===== config.mk =====
export PLATFORM = sky130hd
export DESIGN_NAME = rv_regfile_sb
export DESIGN_NICKNAME = d
export VERILOG_FILES = /design/src/rtl/rv_regfile_sb.sv
export SDC_FILE = /design/constraint.sdc
export NUM_CORES = 1
export LEC_CHECK = 0
export CORE_MARGIN = 1.5
export CORE_UTILIZATION = 40
export CTS_BUF_LIST = sky130_fd_sc_hd__clkbuf_8
export DETAILED_ROUTE_END_ITERATION = 8
export GPL_ROUTABILITY_DRIVEN = 0
export PLACE_DENSITY_LB_ADDON = 0.25
export SLEW_MARGIN = 25
export SYNTH_ARGS = -nofsm -noshare
export SYNTH_HDL_FRONTEND = slang
export SYNTH_SLANG_ARGS = --single-unit

===== constraint.sdc =====
create_clock -name clk -period 3.87 [get_ports clk]
set_input_delay 1.161 -clock clk [delete_from_list [all_inputs] [get_ports clk]]
set_output_delay 1.161 -clock clk [all_outputs]
set_load 0.1 [all_outputs]

===== src/rtl/rv_regfile_sb.sv =====
// Register file with N combinational read ports, one write port, post-reset clearing and per-register busy scoreboard.
// Optional write-to-read forwarding is enabled by defining REGFILE_BYPASS_EN.
module rv_regfile_sb #(
  parameter int ADDR_WIDTH = 5,
  parameter int DATA_WIDTH = 32,
  parameter int NUM_READ   = 2,
  parameter int ZERO_REG   = 1
) (
  input  logic                           clk,
  input  logic                           rst,
  output logic                           ready,
  input  logic                           wen,
  input  logic [ADDR_WIDTH-1:0]          waddr,
  input  logic [DATA_WIDTH-1:0]          wdata,
  input  logic [NUM_READ*ADDR_WIDTH-1:0] raddr,
  output logic [NUM_READ*DATA_WIDTH-1:0] rdata,
  output logic [NUM_READ-1:0]            rbusy,
  input  logic                           iss_valid,
  input  logic [ADDR_WIDTH-1:0]          iss_rd,
  output logic                           busy_any
);

  localparam int   DEPTH = 1 << ADDR_WIDTH;
  localparam logic ZR    = (ZERO_REG != 0);

  typedef enum logic {S_CLEAR, S_RUN} state_t;

  state_t                  state_q, state_d;
  logic [ADDR_WIDTH-1:0]   clr_idx_q, clr_idx_d;
  logic [DEPTH-1:0]        busy_q, busy_d;
  logic [DATA_WIDTH-1:0]   rf [DEPTH];

  logic                    rf_we;
  logic [ADDR_WIDTH-1:0]   rf_waddr;
  logic [DATA_WIDTH-1:0]   rf_wdata;
  logic                    wr_ok;
  logic                    run;

  assign run   = (state_q == S_RUN);
  assign wr_ok = wen && !(ZR && waddr == '0);

  always_ff @(posedge clk or posedge rst) begin
    if (rst) begin
      state_q   <= S_CLEAR;
      clr_idx_q <= '0;
      busy_q    <= '0;
    end else begin
      state_q   <= state_d;
      clr_idx_q <= clr_idx_d;
      busy_q    <= busy_d;
    end
  end

  always_comb begin
    state_d   = state_q;
    clr_idx_d = clr_idx_q;
    busy_d    = busy_q;
    rf_we     = 1'b0;
    rf_waddr  = waddr;
    rf_wdata  = wdata;
    case (state_q)
      S_CLEAR: begin
        rf_we     = 1'b1;
        rf_waddr  = clr_idx_q;
        rf_wdata  = '0;
        clr_idx_d = clr_idx_q + 1'b1;
        if (clr_idx_q == {ADDR_WIDTH{1'b1}}) state_d = S_RUN;
      end
      default: begin
        rf_we = wr_ok;
        // Clear first so a same-register issue on this edge wins.
        if (wen) busy_d[waddr] = 1'b0;
        if (iss_valid && !(ZR && iss_rd == '0)) busy_d[iss_rd] = 1'b1;
      end
    endcase
  end

  // Storage is deliberately not reset; the clearing pass initialises it.
  always_ff @(posedge clk) begin
    if (rf_we) rf[rf_waddr] <= rf_wdata;
  end

  assign ready    = run;
  assign busy_any = |busy_q;

  for (genvar g = 0; g < NUM_READ; g++) begin : g_rd
    logic [ADDR_WIDTH-1:0] ra;
    logic [DATA_WIDTH-1:0] rd;
    logic                  rb;

    assign ra = raddr[g*ADDR_WIDTH +: ADDR_WIDTH];

    always_comb begin
      rd = rf[ra];
      rb = busy_q[ra];
      if (ZR && ra == '0) rd = '0;
`ifdef REGFILE_BYPASS_EN
      if (wr_ok && waddr == ra) begin
        rd = wdata;
        rb = 1'b0;
      end
`endif
      if (!run) begin
        rd = '0;
        rb = 1'b0;
      end
    end

    assign rdata[g*DATA_WIDTH +: DATA_WIDTH] = rd;
    assign rbusy[g] = rb;
  end

endmodule


# Word-level counts from Yosys, hierarchy flattened
# Memories as Yosys holds them, arrays and structs flattened.
# Cells that the tools add are included.
# Widths: inputs -> output; s select.
totals:
  mem_count: 1
  ramBits: 1024
  out_inout_bits: 68
  ff_bits: 38
memory_table:
  columns: ["name", "depth", "word_bits", "rd", "rd_ports_with_merged_regs", "wr", "line_no", "text"]
  rows:
  - ["rf", 32, 32, 2, 0, 1, "31", "logic [DATA_WIDTH-1:0] rf [DEPTH];"]
classes:
  eq_ne: 1
  muxes: 24
  n_reduce_logical: 11
  order_cmp: 6
  add_sub_neg: 1
  n_bitwise: 3
ops:
  columns: ["operator", "count"]
  rows:
  - ["$mux 32", 8]
  - ["$and 32x32->32", 1]
  - ["$not 32->32", 1]
  - ["$or 32x32->32", 1]
  - ["$reduce_or 32->1", 1]
  - ["$lt 5x6->1 const B", 4]
  - ["$logic_not 5->1", 4]
  - ["$mux 1", 11]
  - ["$bmux 1 s5", 2]
  - ["$demux 1 s5", 2]
  - ["$ge 5x1->1 const B", 2]
  - ["$add 5x1->5 const B", 1]
  - ["$eq 5x5->1 const B", 1]
  - ["$mux 5", 1]
  - ["$logic_and 1x1->1", 4]
  - ["$logic_not 1->1", 2]

# Logic depth before layout (Yosys ltp)
logic_depth:
  word_depth: 10
  depth_mapped: 8
  depth_no_buf: 4

# Worst setup path after synthesis
# Ideal clock, no wire load.
synth_path:
  path_kind: "input to output"
  start: "input raddr[1]"
  end: "output rdata[0]"
  arrival_ps: 3725
  path_buffers: 3
  required_ps: 2709
  setup_slack_ps: -1016
  stages: 6
  path_cell_list: "buf_2 buf_2 buf_1 mux4_2 mux2i_1 o221ai_1"
synth_between:
  elab_chain_len: 3
  word_cells_on_any_way: 4
  cone_classes: "mux (2); reduce/logical (1); memory (1)"
synth_lines:
  columns: ["element", "line_no", "text"]
  rows:
  - ["start: declaration", "15", "input logic [NUM_READ*ADDR_WIDTH-1:0] raddr,"]
  - ["$mem_v2 32x32 or $logic_not 5->1 (tied branches)", null, null]
  - ["$mux 32 *", "96", "if (ZR && ra == '0) rd = '0;"]
  - ["$mux 32 *", "103", "if (!run) begin"]
  - ["end: declaration", "16", "output logic [NUM_READ*DATA_WIDTH-1:0] rdata,"]
# Every way passes the cells marked *; elsewhere a longest branch is shown, timed or not.

# Worst setup path after layout
layout_path:
  start: "input raddr[5]"
  end: "output rdata[44]"
# Same word-level chain as after synthesis.

==> reports/results.tsv <==
stage	metric	value	unit
status	outcome	complete, but fails checks	
status	failing checks	setup timing	
critical_path	Crit Path Max Fanout	8	
cts	clk_lat worst skew	0.88	ns
min_path	hold_sp	clr_idx_q[3]$_DFFE_PP0N_	
synth	Async SR Flop Fraction	3.578	%
drt	Via Count	29860	
sta	Final Hold Fails	0	
sta	setup TNS	-21.04	ns
sta	# setup viols final	66	
finish	final std cells w/o fill	4821	
critical_path	Slowest-stage cell, CP	mux4_2	
job	Max Cap Viol	0	
cts	Root Driver	clkbuf_8	
synth	Synth warnings	0	
critical_path	max incr delay on CP	0.51	ns
finish	most common library cell in the layout ignoring fill and taps	edfxtp_1	
grt	global router's overall resource usage	25.54	%
grt	global-route wire length before repair	228500	µm
min_path	WHS Path Cells	1	
sta	final worst slack	-0.3694	ns
synth	Post-synth EDFFs	1024	
die	Initial Utilization	40.21	%
sta	crit path time final	4.239	ns
drt	WL/cell	33.18	µm
critical_path	most used cell, CP	buf_16	
sta	crit share post-route	109.5	%
critical_path	Worst R2R Start	ready$_DFF_PP0_	
die	die area	126200	µm²
finish	commonest non-fill, non-tap cells in the layout	edfxtp_1, mux4_2, buf_4	
finish	Nets	3115	
placement	pre-CTS WS	-0.5133	ns
synth	cell taking the most area after synthesis	edfxtp_1	
cts	Clock Tree Buf Depth	3	
drt	number of DRC markers in iteration 0	3311	
critical_path	R2R cell count	6	
synth	Syn Std Cell Area	49650	µm²
min_path	Worst Hold Class	flip-flop to flip-flop	
grt	pin count of the biggest net entering global routing	42	
critical_path	startpoint types	input pin	
placement	DP Area	59300	µm²
synth	cell count after synthesis	2417	
synth	Primary FF master, synth	edfxtp_1	
critical_path	crit path kind	input pin to output pin	
critical_path	WP data required	2.71	ns
critical_path	crit end category	output pin	
sta	Slew Viols, Final	0	
cts	Worst-path clk slew	0.06	ns
drt	DRT antenna net count	0	
critical_path	CP arrival	3.08	ns
pwr	Power Density	409.6	nW/µm²
cts	hold_buf cts	0	
placement	# placed instances	4470	
finish	share of layout cells above drive strength 1	49.58	%
grt	initial antenna violation count	3	
critical_path	RR Endpoint	rf[0][19]$_DFFE_PP_	
placement	Buffers on Ports	123	
drt	DR pass1 iterations	5	
sta	Clock Skew	0.03010	ns
synth	post-synth net total	2475	
placement	HPWL after detailed placement	98430	µm
critical_path	CP bufs+invs	5	
grt	vias in the first global route	31570	
synth	post-synth cell types	46	
die	core footprint	123500	µm²
drt	via-per-instance ratio	6.194	
die	Top Ports	124	
pwr	peak supply drop	0.3630	mV
cts	cts bufs inserted	171	
critical_path	kind of cell adding the most delay to the critical path	buffers and inverters	
sta	Slew Limit Headroom	44.42	%
cts	TritonCTS clock tree	done	
finish	post-layout instance area	64060	µm²
grt	GRT Residual Overflow	0	
synth	synth top area cells	edfxtp_1, mux4_2, mux2i_1	
drt	final WL	160000	µm
finish	Area Growth Syn to Fin	29.02	%
die	Rows	129	
synth	top cell type's share of synthesized area	61.93	%
pwr	leak pwr	21.42	nW
cts	TritonCTS Sinks	1062	
synth	Mean Syn Cell Area	20.54	µm²
synth	sequential share of the synthesized area	63.85	%
sta	unrepaired setup endpoints after global routing	true	
die	die height	355.3	µm
die	Die W	355.3	µm
sta	FMAX	235.9	MHz
sta	Worst-Margin Slew	0.8328	ns
critical_path	critical-path cell list	buf_16, buf_16, buf_16, mux4_2, mux2i_2, buf_4, o22a_1, o221ai_4, buf_12	
cts	CTS HTree Levels	4	
drt	drc violations	0	
min_path	Hold Crit Endpoint	clr_idx_q[3]$_DFFE_PP0N_	
critical_path	R2R Setup Slk	1.15	ns
synth	Synth Register Bits	1062	
[layout make-up]
cell class | instances | area [µm²]
fill | 9540 | 59410
sequential | 1062 | 31700
multi-input combinational | 1166 | 18930
timing repair buffer | 654 | 8157
clock buffer | 179 | 2464
tap | 1637 | 2048
clock inverter | 118 | 743.2
inverter | 2 | 7.507
antenna | 3 | 7.507
[Yosys cell counts (2+ instances only)]
cell and n:
xnor2_1 3, a31oi_1 2, nand3_1 10, buf_4 41, or4b_1 2, o221ai_1 66, mux4_2 526, o22ai_1 2
ha_1 2, nor4_1 8, buf_1 29, nand2_1 20, nor3b_1 3, or2_2 3, or3b_2 2, nor3_1 4
nand4_1 4, nor2b_1 6, nand3b_1 9, a21o_1 3, dfrtp_1 38, clkbuf_1 59, or3_1 2, mux2i_1 266
buf_2 56, edfxtp_1 1024, inv_1 2, and2_1 32, o21ai_0 64, nand2b_1 7, nor2_1 40, o21ai_1 2
o22a_1 64, a21oi_1 2, mux2_2 3
[kinds of logic (layout without fill, tap and decap cells)]
group	Yosys count	in the layout	share of synthesized area (%)
other	0	3	0
buffers and inverters	189	953	1.903
and+or+nand+nor	156	156	1.701
DFF	1062	1062	63.85
adders and majority gates	2	2	0.05039
xor gates and xnor gates	3	3	0.05293
muxes	795	795	29.29
AOI/OAI and AO/OA	210	210	3.155
[stage by stage]
step	utilization [%]	hold slack, ns	power [mW]
2_1_floorplan	-	0.4746	15.29
3_3_place_gp	47.99	0.4990	16.85
3_5_place_dp	48.02	0.5311	16.90
4_1_cts	51.67	0.5397	26.39
5_1_grt	51.88	0.5756	27.01
6_report	51.88	0.5348	26.24
[worst register-to-register path, cell delays in order (launching register included)]
cell     delay, ns
dfrtp_4       0.54
buf_4         0.47
a41oi_1       0.24
buf_4         0.20
nor2_4        0.54
buf_16        0.24
buf_12        0.20
[timing repair]
| action | 4_1_cts | 5_1_grt |
|---|---|---|
| endpoints found under the setup margin | 66 | 66 |
| buffers inserted | 29 | 10 |
| endpoints found under the hold margin | 0 | 0 |
| pin swaps | 24 | 16 |
| gates resized for setup | 129 | 24 |
| cloned | 17 | 6 |
[metal layers]
metal / wire, µm / track usage [%]
met1: 62770 / 34.15
met4: 5590 / 9.342
met5: 8 / 0
met3: 12250 / 4.477
met2: 79360 / 42.05
[worst max path at each step]
stage / slack (ns) / start / cells after the start / endpoint
4_1_cts: -0.37 / raddr[5] / 9 / rdata[44]
3_3_place_gp: -0.47 / raddr[4] / 6 / rdata[18]
2_1_floorplan: -0.03 / raddr[1] / 6 / rdata[10]
6_report: -0.37 / raddr[5] / 9 / rdata[44]
3_5_place_dp: -0.51 / raddr[5] / 9 / rdata[34]
5_1_grt: -0.41 / raddr[0] / 9 / rdata[9]
[report_power, final]
part | total [mW] | internal, mW | switching (mW)
Sequential | 12.7 | 12.7 | 0.0494
Combinational | 4.16 | 1.86 | 2.30
Clock | 9.36 | 4.86 | 4.50
Total | 26.2 | 19.4 | 6.85
[registers in the layout (all words and copies together) (netlist names)]
name and flops:
clr_idx_q 5, busy_q 32, rf 1024, ready 1
(Power assumes the default switching activity.)
